File: config.mk
export PLATFORM = sky130hd
export DESIGN_NAME = pipeline_stage_skid
export DESIGN_NICKNAME = d
export VERILOG_FILES = /design/src/rtl/pipeline_stage_skid.sv
export SDC_FILE = /design/constraint.sdc
export NUM_CORES = 1
export LEC_CHECK = 0
export CORE_MARGIN = 1.5
export CORE_UTILIZATION = 36
export DETAILED_ROUTE_END_ITERATION = 10
export MAX_ROUTING_LAYER = met4
export PLACE_DENSITY = 0.56
export REMOVE_ABC_BUFFERS = 1
export SLEW_MARGIN = 15
export SYNTH_ARGS = -nofsm -noshare
export SYNTH_HDL_FRONTEND = slang
export SYNTH_SLANG_ARGS = --single-unit
File: constraint.sdc
create_clock -name clk -period 4.4 [get_ports clk]
set_clock_uncertainty 0.15 [all_clocks]
set_input_delay 0.88 -clock clk [delete_from_list [all_inputs] [get_ports clk]]
set_output_delay 0.88 -clock clk [all_outputs]
set_load 0.02 [all_outputs]
File: src/rtl/pipeline_stage_skid.sv
// Pipeline register with a DEPTH-entry skid FIFO behind it. Early back-pressure is driven
// from FIFO occupancy, and a word dropped while the FIFO is full raises a one-cycle overflow pulse.
module pipeline_stage_skid #(
    parameter int unsigned WIDTH        = 32,
    parameter int unsigned DEPTH        = 2,
    parameter int unsigned STALL_THRESH = 1,
    parameter int unsigned CNT_W        = $clog2(DEPTH + 1)
) (
    input  logic             clk,
    input  logic             reset_n,
    input  logic             in_flush,
    input  logic [WIDTH-1:0] inputs,
    input  logic             in_valid,
    input  logic             in_stall,
    output logic [WIDTH-1:0] outputs,
    output logic             out_valid,
    output logic             out_flush,
    output logic             out_stall,
    output logic [CNT_W-1:0] count,
    output logic             overflow
);

    localparam int unsigned PTR_W = (DEPTH > 1) ? $clog2(DEPTH) : 1;
    localparam logic [PTR_W-1:0] LAST_PTR = PTR_W'(DEPTH - 1);
    localparam logic [CNT_W-1:0] FULL_CNT = CNT_W'(DEPTH);
    localparam logic [CNT_W-1:0] THRESH_CNT = CNT_W'(STALL_THRESH);

    logic [WIDTH-1:0] mem_q [DEPTH];
    logic [PTR_W-1:0] rd_ptr_q, rd_ptr_d;
    logic [PTR_W-1:0] wr_ptr_q, wr_ptr_d;
    logic [CNT_W-1:0] count_q, count_d;
    logic [WIDTH-1:0] data_q;
    logic             valid_q;
    logic             flush_q;
    logic             overflow_q;

    logic load_ok, empty, full;
    logic deq, bypass, enq, drop;

    always_comb begin
        empty   = (count_q == '0);
        full    = (count_q == FULL_CNT);
        load_ok = !valid_q || !in_stall;
        deq     = load_ok && !empty;
        // The FIFO head always takes priority, so the live input may bypass only when it is empty.
        bypass  = load_ok && empty && in_valid;
        enq     = in_valid && !bypass && (!full || deq);
        drop    = in_valid && !bypass && full && !deq;
    end

    always_comb begin
        rd_ptr_d = rd_ptr_q;
        wr_ptr_d = wr_ptr_q;
        count_d  = count_q;
        if (deq) begin
            rd_ptr_d = (rd_ptr_q == LAST_PTR) ? '0 : rd_ptr_q + PTR_W'(1);
        end
        if (enq) begin
            wr_ptr_d = (wr_ptr_q == LAST_PTR) ? '0 : wr_ptr_q + PTR_W'(1);
        end
        if (enq && !deq) begin
            count_d = count_q + CNT_W'(1);
        end else if (deq && !enq) begin
            count_d = count_q - CNT_W'(1);
        end
    end

    // Storage is not reset; entries are only read when count marks them as written.
    always_ff @(posedge clk) begin
        if (enq && !in_flush) begin
            mem_q[wr_ptr_q] <= inputs;
        end
    end

    always_ff @(posedge clk or negedge reset_n) begin
        if (!reset_n) begin
            rd_ptr_q <= '0;
            wr_ptr_q <= '0;
            count_q  <= '0;
        end else if (in_flush) begin
            rd_ptr_q <= '0;
            wr_ptr_q <= '0;
            count_q  <= '0;
        end else begin
            rd_ptr_q <= rd_ptr_d;
            wr_ptr_q <= wr_ptr_d;
            count_q  <= count_d;
        end
    end

    always_ff @(posedge clk or negedge reset_n) begin
        if (!reset_n) begin
            data_q     <= '0;
            valid_q    <= 1'b0;
            flush_q    <= 1'b0;
            overflow_q <= 1'b0;
        end else begin
            flush_q <= in_flush;
            if (in_flush) begin
                data_q     <= '0;
                valid_q    <= 1'b0;
                overflow_q <= 1'b0;
            end else begin
                overflow_q <= drop;
                if (deq) begin
                    data_q  <= mem_q[rd_ptr_q];
                    valid_q <= 1'b1;
                end else if (bypass) begin
                    data_q  <= inputs;
                    valid_q <= 1'b1;
                end else if (load_ok) begin
                    valid_q <= 1'b0;
                end
            end
        end
    end

    always_comb begin
        outputs   = data_q;
        out_valid = valid_q;
        out_flush = flush_q;
        overflow  = overflow_q;
        count     = count_q;
        // Depends on registered occupancy only, so no input-to-out_stall path exists.
        out_stall = (count_q >= THRESH_CNT);
    end

endmodule

==> results.py, run 1 <==
metrics = {
    "floorplan": {
        "pin_count": 75,
        "dieHeight_um": 108,
        "core_sq_um": 10800,
        "start_util": 0.369,
        "die_area_sq_um": 11700,
        "die_x_um": 108,
        "row_count": 38,
    },
    "timing": {
        "fin_crit_sh": 0.622,
        "hold_viol": 0,
        "timing.final.crit_period_ps": 2740,
        "rsz0062_at_grt": "false",
        "worst_pin_slew_ps": 1000,
        "maxSlewHeadroom": 0.330,
        "drv_slew": 0,
        "setup-tns-final_ps": 0,
        "setup_viol": 0,
        "clock.fmax_mhz": 365,
    },
    "routing": {
        "drcViolationCount": 0,
        "wire_per_inst_um": 16.7,
        "vias": 2348,
        "routed_wirelength_mm": 7.78,
        "drtIter0Drc": 96,
        "via_per_inst": 5.03,
        "drtPass1Iterations": 4,
        "ant_nets": 0,
    },
    "final_layout": {
        "mostFrequentLayoutCell": "clkdlybuf4s50_1",
        "final_cell_mix": "clkdlybuf4s50_1, edfxtp_1, dfrtp_1",
        "drive_gt1_frac": 0.0765,
        "syn_to_final_growth_pct": 28.0,
        "fin_nets": 362,
        "instances_no_fill": 467,
        "diodes": 0,
        "final_util": 0.472,
    },
    "clock_network": {
        "cts_sinks": 103,
        "htree_levels": 3,
        "clockBufferDepth": 2,
        "clockRootBuffer": "clkbuf_8",
        "clk_pin_slew_ps": 80,
        "cts_inserted_buffers": 9,
        "cts_resized": 0,
        "post_cts_buffers": 0,
        "cts.hold.buffers_added": 0,
        "clock_latency_ps": 340,
        "cts_tree": "yes",
    },
    "synthesis": {
        "synth.avg_cell_area_sq_um": 16.0,
        "synth_top_area_share": 0.481,
        "ys_seq_area_frac": 0.725,
        "yosys_warnings": 0,
        "yosysUniqueCellTypes": 27,
        "yosysTopAreaCell": "edfxtp_1",
        "syn_inst": 250,
        "syn-cell-area_sq_um": 4000,
        "synth.ff_latch_count": 103,
        "ys_top_cells_by_area": "edfxtp_1, dfrtp_1, a221o_1, mux2i_1, nor2_1",
    },
    "setup_path": {
        "critical_path_class": "in -> reg",
        "worstSetupEndpointType": "flop",
        "rr_worst_depth": 5,
        "crit_path_start_kind": "input port",
        "worstReg2RegStart": "count[0]$_DFFE_PN0P_",
        "rrSetupSlack_ps": 1990,
        "worstPathArrival_ps": 2560,
        "crit_required_ps": 4220,
        "cp_max_fo": 32,
        "reg2reg_to": "mem_q[1][22]$_DFFE_PP_",
    },
    "global_route": {
        "grt-ovfl-total": 0,
        "grt_pass1_vias": 2458,
        "antenna_found_initial": 0,
        "grt_start_max_net_pins": 40,
        "grt_first_pass_wirelength_mm": 12.7,
        "track_usage": 0.148,
    },
    "worst_hold_path": {
        "hold_class": "reg -> reg",
        "holdPathStages": 1,
        "hp-start": "outputs[28]$_DFFE_PN0P_",
        "min_to": "outputs[28]$_DFFE_PN0P_",
    },
    "job": {
        "maxCapViolCount": 0,
    },
    "power_and_ir_drop": {
        "power_density_nw_per_um2": 569,
        "vdd_ir_drop_max_mv": 0.318,
        "leakagePower_nw": 1.88,
    },
    "place": {
        "hpwl_mm": 4.67,
        "gp_congestion": 0.742,
        "port_buffers": 74,
        "numPlacedInstances": 451,
    },
    "run_status": {
        "outcome": "finished clean",
    },
}
[kinds of logic (layout without fill, tap and decap cells)]
kind of cell	count (synthesis)	after routing	synth area share
AOI/OAI and AO/OA	44	44	0.103
xor gates and xnor gates	1	1	0.00219
adders and majority gates	3	3	0.00940
buffers and inverters	20	97	0.0288
DFF	103	103	0.725
muxes	32	32	0.0802
and+or+nand+nor	47	47	0.0514
[flip-flops by register name, indices dropped and copies added (netlist names)]
name	flops
out_valid	1
overflow	1
out_flush	1
count	2
wr_ptr_q	1
mem_q	64
rd_ptr_q	1
outputs	32
[where the power goes]
group          switching [mW]  leakage [nW]  total [mW]  internal, mW
Combinational           0.403         0.655       0.829         0.426
Clock                   0.302         0.130       0.751         0.449
Sequential              0.149          1.09        1.33          1.18
[Yosys cell counts]
cell type   n
xnor2_1     1
inv_1       5
edfxtp_1   64
nor3_1      4
nor2_1     35
a21oi_1     4
dfrtp_1    39
nand4b_1    1
and3_1      1
nand2_1     2
nand2b_1    1
a31oi_1     1
clkbuf_1    3
a211oi_1    2
mux2i_1    32
o21a_1      1
buf_6       4
nor2b_1     1
and4b_1     1
ha_1        3
and2_4      1
o211a_1     1
a32o_1      1
a21boi_2    1
buf_2       8
a221o_1    32
a211o_2     1
[layout make-up]
type,instances,area [sq um]
multi-input combinational,127,1000
clock inverter,6,131
clock buffer,10,138
fill,965,5730
sequential,103,2900
tap,140,175
timing repair buffer,76,751
inverter,5,18.8
[through the flow]
| stage | setup slack, ps | hold WS [ps] | power (mW) | area, sq um |
|---|---|---|---|---|
| final | 1660 | 363 | 2.91 | 5110 |
| after detailed placement | 1250 | 344 | 2.19 | 4840 |
| after global placement | 1290 | 347 | 2.18 | 4840 |
| after global routing | 1550 | 389 | 3.05 | 5110 |
| after CTS | 1620 | 371 | 2.95 | 5110 |
| after floorplan | 412 | 410 | 1.81 | 3900 |
[worst max path at each step]
stage,from,to,slack [ps],cells past startpoint
final,in_flush,mem_q[1][22]$_DFFE_PP_,1660,3
after global routing,in_stall,mem_q[1][3]$_DFFE_PP_,1550,4
after CTS,in_flush,mem_q[1][14]$_DFFE_PP_,1620,3
after detailed placement,in_flush,mem_q[1][7]$_DFFE_PP_,1250,3
after global placement,in_flush,mem_q[1][7]$_DFFE_PP_,1290,3
after floorplan,in_stall,mem_q[0][0]$_DFFE_PP_,410,3
[worst max-delay path, stage by stage]
cell and delay (ps):
clkdlybuf4s50_1 620, nor2b_1 310, and3_2 750
[metal layers]
layer / GRT usage / wire length (um) / share of wire / vias to the layer above
met2: 0.214 / 3520 / 0.45 / 63
met4: 0.0508 / 51 / 0.0066 / 0
met1: 0.208 / 3840 / 0.49 / 1172
met5: - / 0 / 0 / -
li1: - / - / - / 1108
met3: 0.0295 / 357 / 0.046 / 5
(Power assumes the default switching activity.)
==> run 2, diff against run 1 <==
--- a/config.mk
+++ b/config.mk
@@ -9,7 +9,7 @@
 export CORE_UTILIZATION = 36
 export DETAILED_ROUTE_END_ITERATION = 10
 export MAX_ROUTING_LAYER = met4
-export PLACE_DENSITY = 0.56
+export PLACE_DENSITY = 0.58
 export REMOVE_ABC_BUFFERS = 1
 export SLEW_MARGIN = 15
 export SYNTH_ARGS = -nofsm -noshare
==> constraint.sdc (replaced) <==
create_clock -name clk -period 2.3 [get_ports clk]
set_clock_uncertainty 0.15 [all_clocks]
set_input_delay 0.46 -clock clk [delete_from_list [all_inputs] [get_ports clk]]
set_output_delay 0.46 -clock clk [all_outputs]
set_load 0.02 [all_outputs]
==> results.py, run 2 (synthesis gave the netlist of run 1 again) <==
metrics = {
    "setup_path": {
        "cp.depth": 1,
        "startpoint": "out_valid$_DFFE_PN0P_",
        "worstSetupEndpointType": "output pin",
        "cp_max_fo": 9,
        "rrSetupSlack_ps": 250,
        "slowest_stage": "clkdlybuf4s50_1",
        "crit_buf_inv": 1,
        "worstReg2RegStart": "count[0]$_DFFE_PN0P_",
        "cpPeakStageDelay_ps": 670,
        "path_cells": "clkdlybuf4s50_1",
        "critPathCapture": "out_valid",
        "reg2reg_to": "mem_q[1][0]$_DFFE_PP_",
        "worstPathArrival_ps": 1530,
        "rr_worst_depth": 6,
        "crit_path_start_kind": "flop",
        "crit_family": "buffers and inverters",
        "crit_required_ps": 1690,
        "critical_path_class": "reg -> out",
    },
    "routing": {
        "ant_nets": 0,
        "wire_per_inst_um": 17.6,
        "drtPass1Iterations": 4,
        "drtIter0Drc": 115,
        "via_per_inst": 5.12,
        "drcViolationCount": 0,
        "routed_wirelength_mm": 8.46,
        "vias": 2461,
    },
    "timing": {
        "worst_pin_slew_ps": 617,
        "fin_crit_sh": 0.930,
        "timing.final.crit_period_ps": 2140,
        "setup_viol": 0,
        "rsz0062_at_grt": "false",
        "clock.fmax_mhz": 468,
        "hold_viol": 0,
        "finalWorstSetupSlack_ps": 161,
        "drv_slew": 0,
        "maxSlewHeadroom": 0.587,
    },
    "global_route": {
        "grt_start_max_net_pins": 33,
        "grt_pass1_vias": 2538,
        "grt_first_pass_wirelength_mm": 13.3,
        "track_usage": 0.155,
        "antenna_found_initial": 0,
        "grt-ovfl-total": 0,
    },
    "final_layout": {
        "syn_to_final_growth_pct": 30.3,
        "largest_reg_flops": 64,
        "final_util": 0.480,
        "fin_nets": 376,
        "final_cell_mix": "clkdlybuf4s50_1, edfxtp_1, dfrtp_1",
        "drive_gt1_frac": 0.109,
        "mostFrequentLayoutCell": "clkdlybuf4s50_1",
        "largest_register": "mem_q",
        "diodes": 0,
    },
    "power_and_ir_drop": {
        "comb_power_share": 0.339,
        "intPower_mw": 3.63,
        "leakagePower_nw": 1.93,
        "power_density_nw_per_um2": 1020,
        "p_switching_mw": 1.69,
        "vdd_ir_drop_max_mv": 0.466,
        "p_seq_frac": 0.454,
        "power_frac_clock": 0.207,
        "swShare": 0.317,
    },
    "floorplan": {
        "pin_count": 75,
        "core_sq_um": 10800,
        "start_util": 0.369,
        "die_area_sq_um": 11700,
        "dieHeight_um": 108,
        "die_x_um": 108,
        "row_count": 38,
    },
    "clock_network": {
        "clk_pin_slew_ps": 90,
        "cts_inserted_buffers": 9,
        "post_cts_buffers": 0,
        "clockBufferDepth": 2,
        "cts_sinks": 103,
        "cts_tree": "yes",
        "htree_levels": 3,
        "clockRootBuffer": "clkbuf_8",
        "clock_latency_ps": 360,
    },
    "place": {
        "port_buffers": 74,
        "gp_congestion": 0.731,
        "dp_slack_ps": -219,
        "hpwl_mm": 5.18,
    },
    "run_status": {
        "outcome": "finished clean",
    },
    "worst_hold_path": {
        "hold_class": "reg -> reg",
    },
    "job": {
        "maxCapViolCount": 0,
    },
}
run 2: cell count changes in the layout (fill, tap and decap cells not counted), sizes merged:
| cell | change |
|---|---|
| a21oi | +1 |
| buf | +12 |
| bufinv | -3 |
| clkbuf | -1 |
| clkdlybuf4s50 | -1 |
| clkinv | +3 |
| dlygate4sd2 | +1 |
| dlygate4sd3 | +1 |
| inv | +1 |
run 2: area by class of cell:
cell class | count | area (sq um)
Tap cell | 140 | 175
Inverter | 5 | 18.8
Multi-Input combinational cell | 128 | 1020
Clock buffer | 9 | 124
Sequential cell | 103 | 2900
Fill cell | 981 | 5640
Timing Repair Buffer | 89 | 900
Clock inverter | 7 | 71.3
run 2: layer usage:
metal,up-vias,global-route usage,part of all wire
met3,5,0.0332,0.044
met4,0,0.0479,0.0091
met1,1241,0.198,0.46
li1,1139,-,-
met2,76,0.248,0.49
met5,-,-,0
run 2: worst min-delay path by stage:
stage / from / endpoint / cells after the start
floorplan: reset_n / count[0]$_DFFE_PN0P_ / 0
global placement: reset_n / outputs[12]$_DFFE_PN0P_ / 1
detailed placement: reset_n / outputs[12]$_DFFE_PN0P_ / 1
CTS: outputs[5]$_DFFE_PN0P_ / outputs[5]$_DFFE_PN0P_ / 1
global route: outputs[27]$_DFFE_PN0P_ / outputs[27]$_DFFE_PN0P_ / 1
finish: outputs[31]$_DFFE_PN0P_ / outputs[31]$_DFFE_PN0P_ / 1
run 2: stage by stage:
| step | area (sq um) | TNS (ps) | power [mW] | hold WS (ps) | instances |
|---|---|---|---|---|---|
| after detailed placement | 4980 | -6780 | 4.27 | 274 | 463 |
| after global routing | 5200 | 0 | 5.60 | 386 | 481 |
| after CTS | 5190 | 0 | 5.38 | 375 | 480 |
| after floorplan | 3900 | -71210 | 3.46 | 14.4 | 235 |
| after global placement | 4980 | -4810 | 4.24 | 271 | 463 |
| final | 5200 | 0 | 5.32 | 367 | 481 |
run 2: power by group through the flow:
stage / clock network, mW / logic, mW / registers [mW]
2_1_floorplan: 0 / 0.700 / 2.76
3_3_place_gp: 0 / 1.79 / 2.46
3_5_place_dp: 0 / 1.82 / 2.45
4_1_cts: 1.15 / 1.81 / 2.42
5_1_grt: 1.21 / 1.94 / 2.45
6_report: 1.10 / 1.80 / 2.42
run 2: repair_timing:
item	4_1_cts	5_1_grt
endpoints found under the setup margin	1	32
cloned	0	1
pin swaps	0	1
resized for setup	1	1
hold buffers	1	0
hold endpoints to repair	16	0
==> run 3, diff against run 2 <==
==> constraint.sdc (replaced) <==
create_clock -name clk -period 1.9 [get_ports clk]
set_clock_uncertainty 0.15 [all_clocks]
set_input_delay 0.38 -clock clk [delete_from_list [all_inputs] [get_ports clk]]
set_output_delay 0.38 -clock clk [all_outputs]
set_load 0.02 [all_outputs]
==> results.py, run 3 (synthesis gave the netlist of run 1 again) <==
metrics = {
    "run_status": {
        "outcome": "finished, violations left",
        "violations": "negative setup slack",
    },
    "setup_path": {
        "critical_path_class": "reg -> reg",
        "crit_required_ps": 1830,
        "cp_max_fo": 7,
        "worstPathArrival_ps": 1880,
        "cpPeakStageDelay_ps": 440,
        "crit_path_start_kind": "flop",
        "slowest_stage": "dfrtp_1",
        "worstSetupEndpointType": "flop",
        "path_cells": "inv_2, ha_4, a21boi_4, a31oi_4, and3_4, clkbuf_16",
    },
    "global_route": {
        "use_met3": 0.0452,
        "track_usage": 0.183,
        "grt_first_pass_wirelength_mm": 15.1,
        "met2_usage": 0.291,
        "grt-ovfl-total": 0,
        "top_usage_layer": "met2",
        "grt_start_max_net_pins": 22,
        "grt_pass1_vias": 2666,
        "use_met1": 0.237,
        "antenna_found_initial": 0,
    },
    "power_and_ir_drop": {
        "total_power_mw": 7.06,
        "leakagePower_nw": 2.59,
        "vdd_ir_drop_max_mv": 0.506,
        "power_density_nw_per_um2": 1230,
    },
    "floorplan": {
        "die_x_um": 108,
        "row_count": 38,
        "start_util": 0.369,
        "core_sq_um": 10800,
        "die_area_sq_um": 11700,
        "pin_count": 75,
        "dieHeight_um": 108,
    },
    "final_layout": {
        "final_util": 0.528,
        "largest_reg_flops": 64,
        "nFillCells": 923,
        "instances_no_fill": 511,
        "largest_register": "mem_q",
        "fin_nets": 406,
        "final_cell_mix": "edfxtp_1, dfrtp_1, clkdlybuf4s50_1",
        "mostFrequentLayoutCell": "edfxtp_1",
        "diodes": 0,
        "drive_gt1_frac": 0.218,
        "syn_to_final_growth_pct": 43.3,
    },
    "routing": {
        "drtIter0Drc": 142,
        "vias": 2649,
        "wire_per_inst_um": 19.5,
        "drtPass1Iterations": 4,
        "ant_nets": 0,
        "routed_wirelength_mm": 9.96,
        "via_per_inst": 5.18,
        "drcViolationCount": 0,
    },
    "place": {
        "gp_congestion": 0.773,
        "numPlacedInstances": 474,
        "port_buffers": 74,
        "dp_slack_ps": -537,
        "hpwl_mm": 5.47,
    },
    "clock_network": {
        "clock_latency_ps": 350,
        "htree_levels": 3,
        "clk_pin_slew_ps": 90,
        "cts_tree": "yes",
        "clockRootBuffer": "clkbuf_8",
        "cts_sinks": 103,
        "clockBufferDepth": 2,
        "cts_inserted_buffers": 9,
    },
    "timing": {
        "finalWorstSetupSlack_ps": -54.0,
        "maxSlewHeadroom": 0.608,
        "timing.final.crit_period_ps": 1950,
        "setup_viol": 64,
        "worst_pin_slew_ps": 588,
        "drv_slew": 0,
        "hold_viol": 0,
        "clock.fmax_mhz": 512,
        "rsz0062_at_grt": "true",
        "fin_crit_sh": 1.03,
        "setup-tns-final_ps": -1600,
    },
    "worst_hold_path": {
        "hold_class": "reg -> reg",
    },
    "job": {
        "maxCapViolCount": 0,
    },
}
## run 3: cell count changes in the layout (fill, tap and decap cells not counted), moves of 3 or more
cell / before / now
clkdlybuf4s50_1: 72 / 36
dlymetal6s2s_1: 0 / 28
buf_4: 10 / 24
buf_12: 4 / 9
dlygate4sd2_1: 1 / 6
buf_6: 0 / 4
and2_4: 1 / 4
buf_8: 0 / 3
## run 3: worst paths after layout
check / start / endpoint / slack [ps] / cells past startpoint
worst max-delay path: count[1]$_DFFE_PN0P_ / mem_q[1][27]$_DFFE_PP_ / -50 / 6
worst min register to register: outputs[27]$_DFFE_PN0P_ / outputs[27]$_DFFE_PN0P_ / 360 / 1
worst min-delay path: outputs[27]$_DFFE_PN0P_ / outputs[27]$_DFFE_PN0P_ / 360 / 1
worst max register to register: count[1]$_DFFE_PN0P_ / mem_q[1][27]$_DFFE_PP_ / -50 / 6
max in group asynchronous: reset_n / outputs[1]$_DFFE_PN0P_ / 690 / 3
min in group asynchronous: reset_n / outputs[19]$_DFFE_PN0P_ / 390 / 2
## run 3: worst max-delay path, delay by kind of cell (launching register included)
kind,cells,cell delay [ps]
flops,1,440
compound gates,2,320
simple gates,1,320
buf+inv,2,280
fa+ha+maj,1,180
## run 3: stage by stage
step	hold WS, ps	cell area (sq um)
2_1_floorplan	-65.6	3900
3_3_place_gp	261	5100
3_5_place_dp	264	5100
4_1_cts	375	5440
5_1_grt	383	5720
6_report	361	5720
## run 3: power by group
group          switching (mW)  total, mW  internal (mW)
Clock                   0.738       1.48          0.738
Combinational            1.29       2.62           1.34
Sequential              0.226       2.96           2.74
## run 3: repair_timing
action	4_1_cts	5_1_grt
resized for setup	23	59
setup buffers	7	5
pin swaps	2	6
endpoints found under the hold margin	20	0
setup endpoints to repair	105	111
hold buffers	1	0
cloned	4	4
## run 3: per-layer routing
layer	vias to the layer above	wire, um	share of wire
met4	0	93	0.0093
met2	67	5010	0.50
met1	1369	4410	0.44
met3	6	451	0.045
li1	1207	-	-
met5	-	0	0
## run 3: final cells by class
cell class,count,area [sq um],share of cell area
Sequential cell,103,2900,0.507
Timing Repair Buffer,116,1290,0.226
Multi-Input combinational cell,131,1120,0.196
Tap cell,140,175,0.0306
Clock buffer,10,128,0.0223
Clock inverter,6,85.1,0.0149
Inverter,5,18.8,0.00328
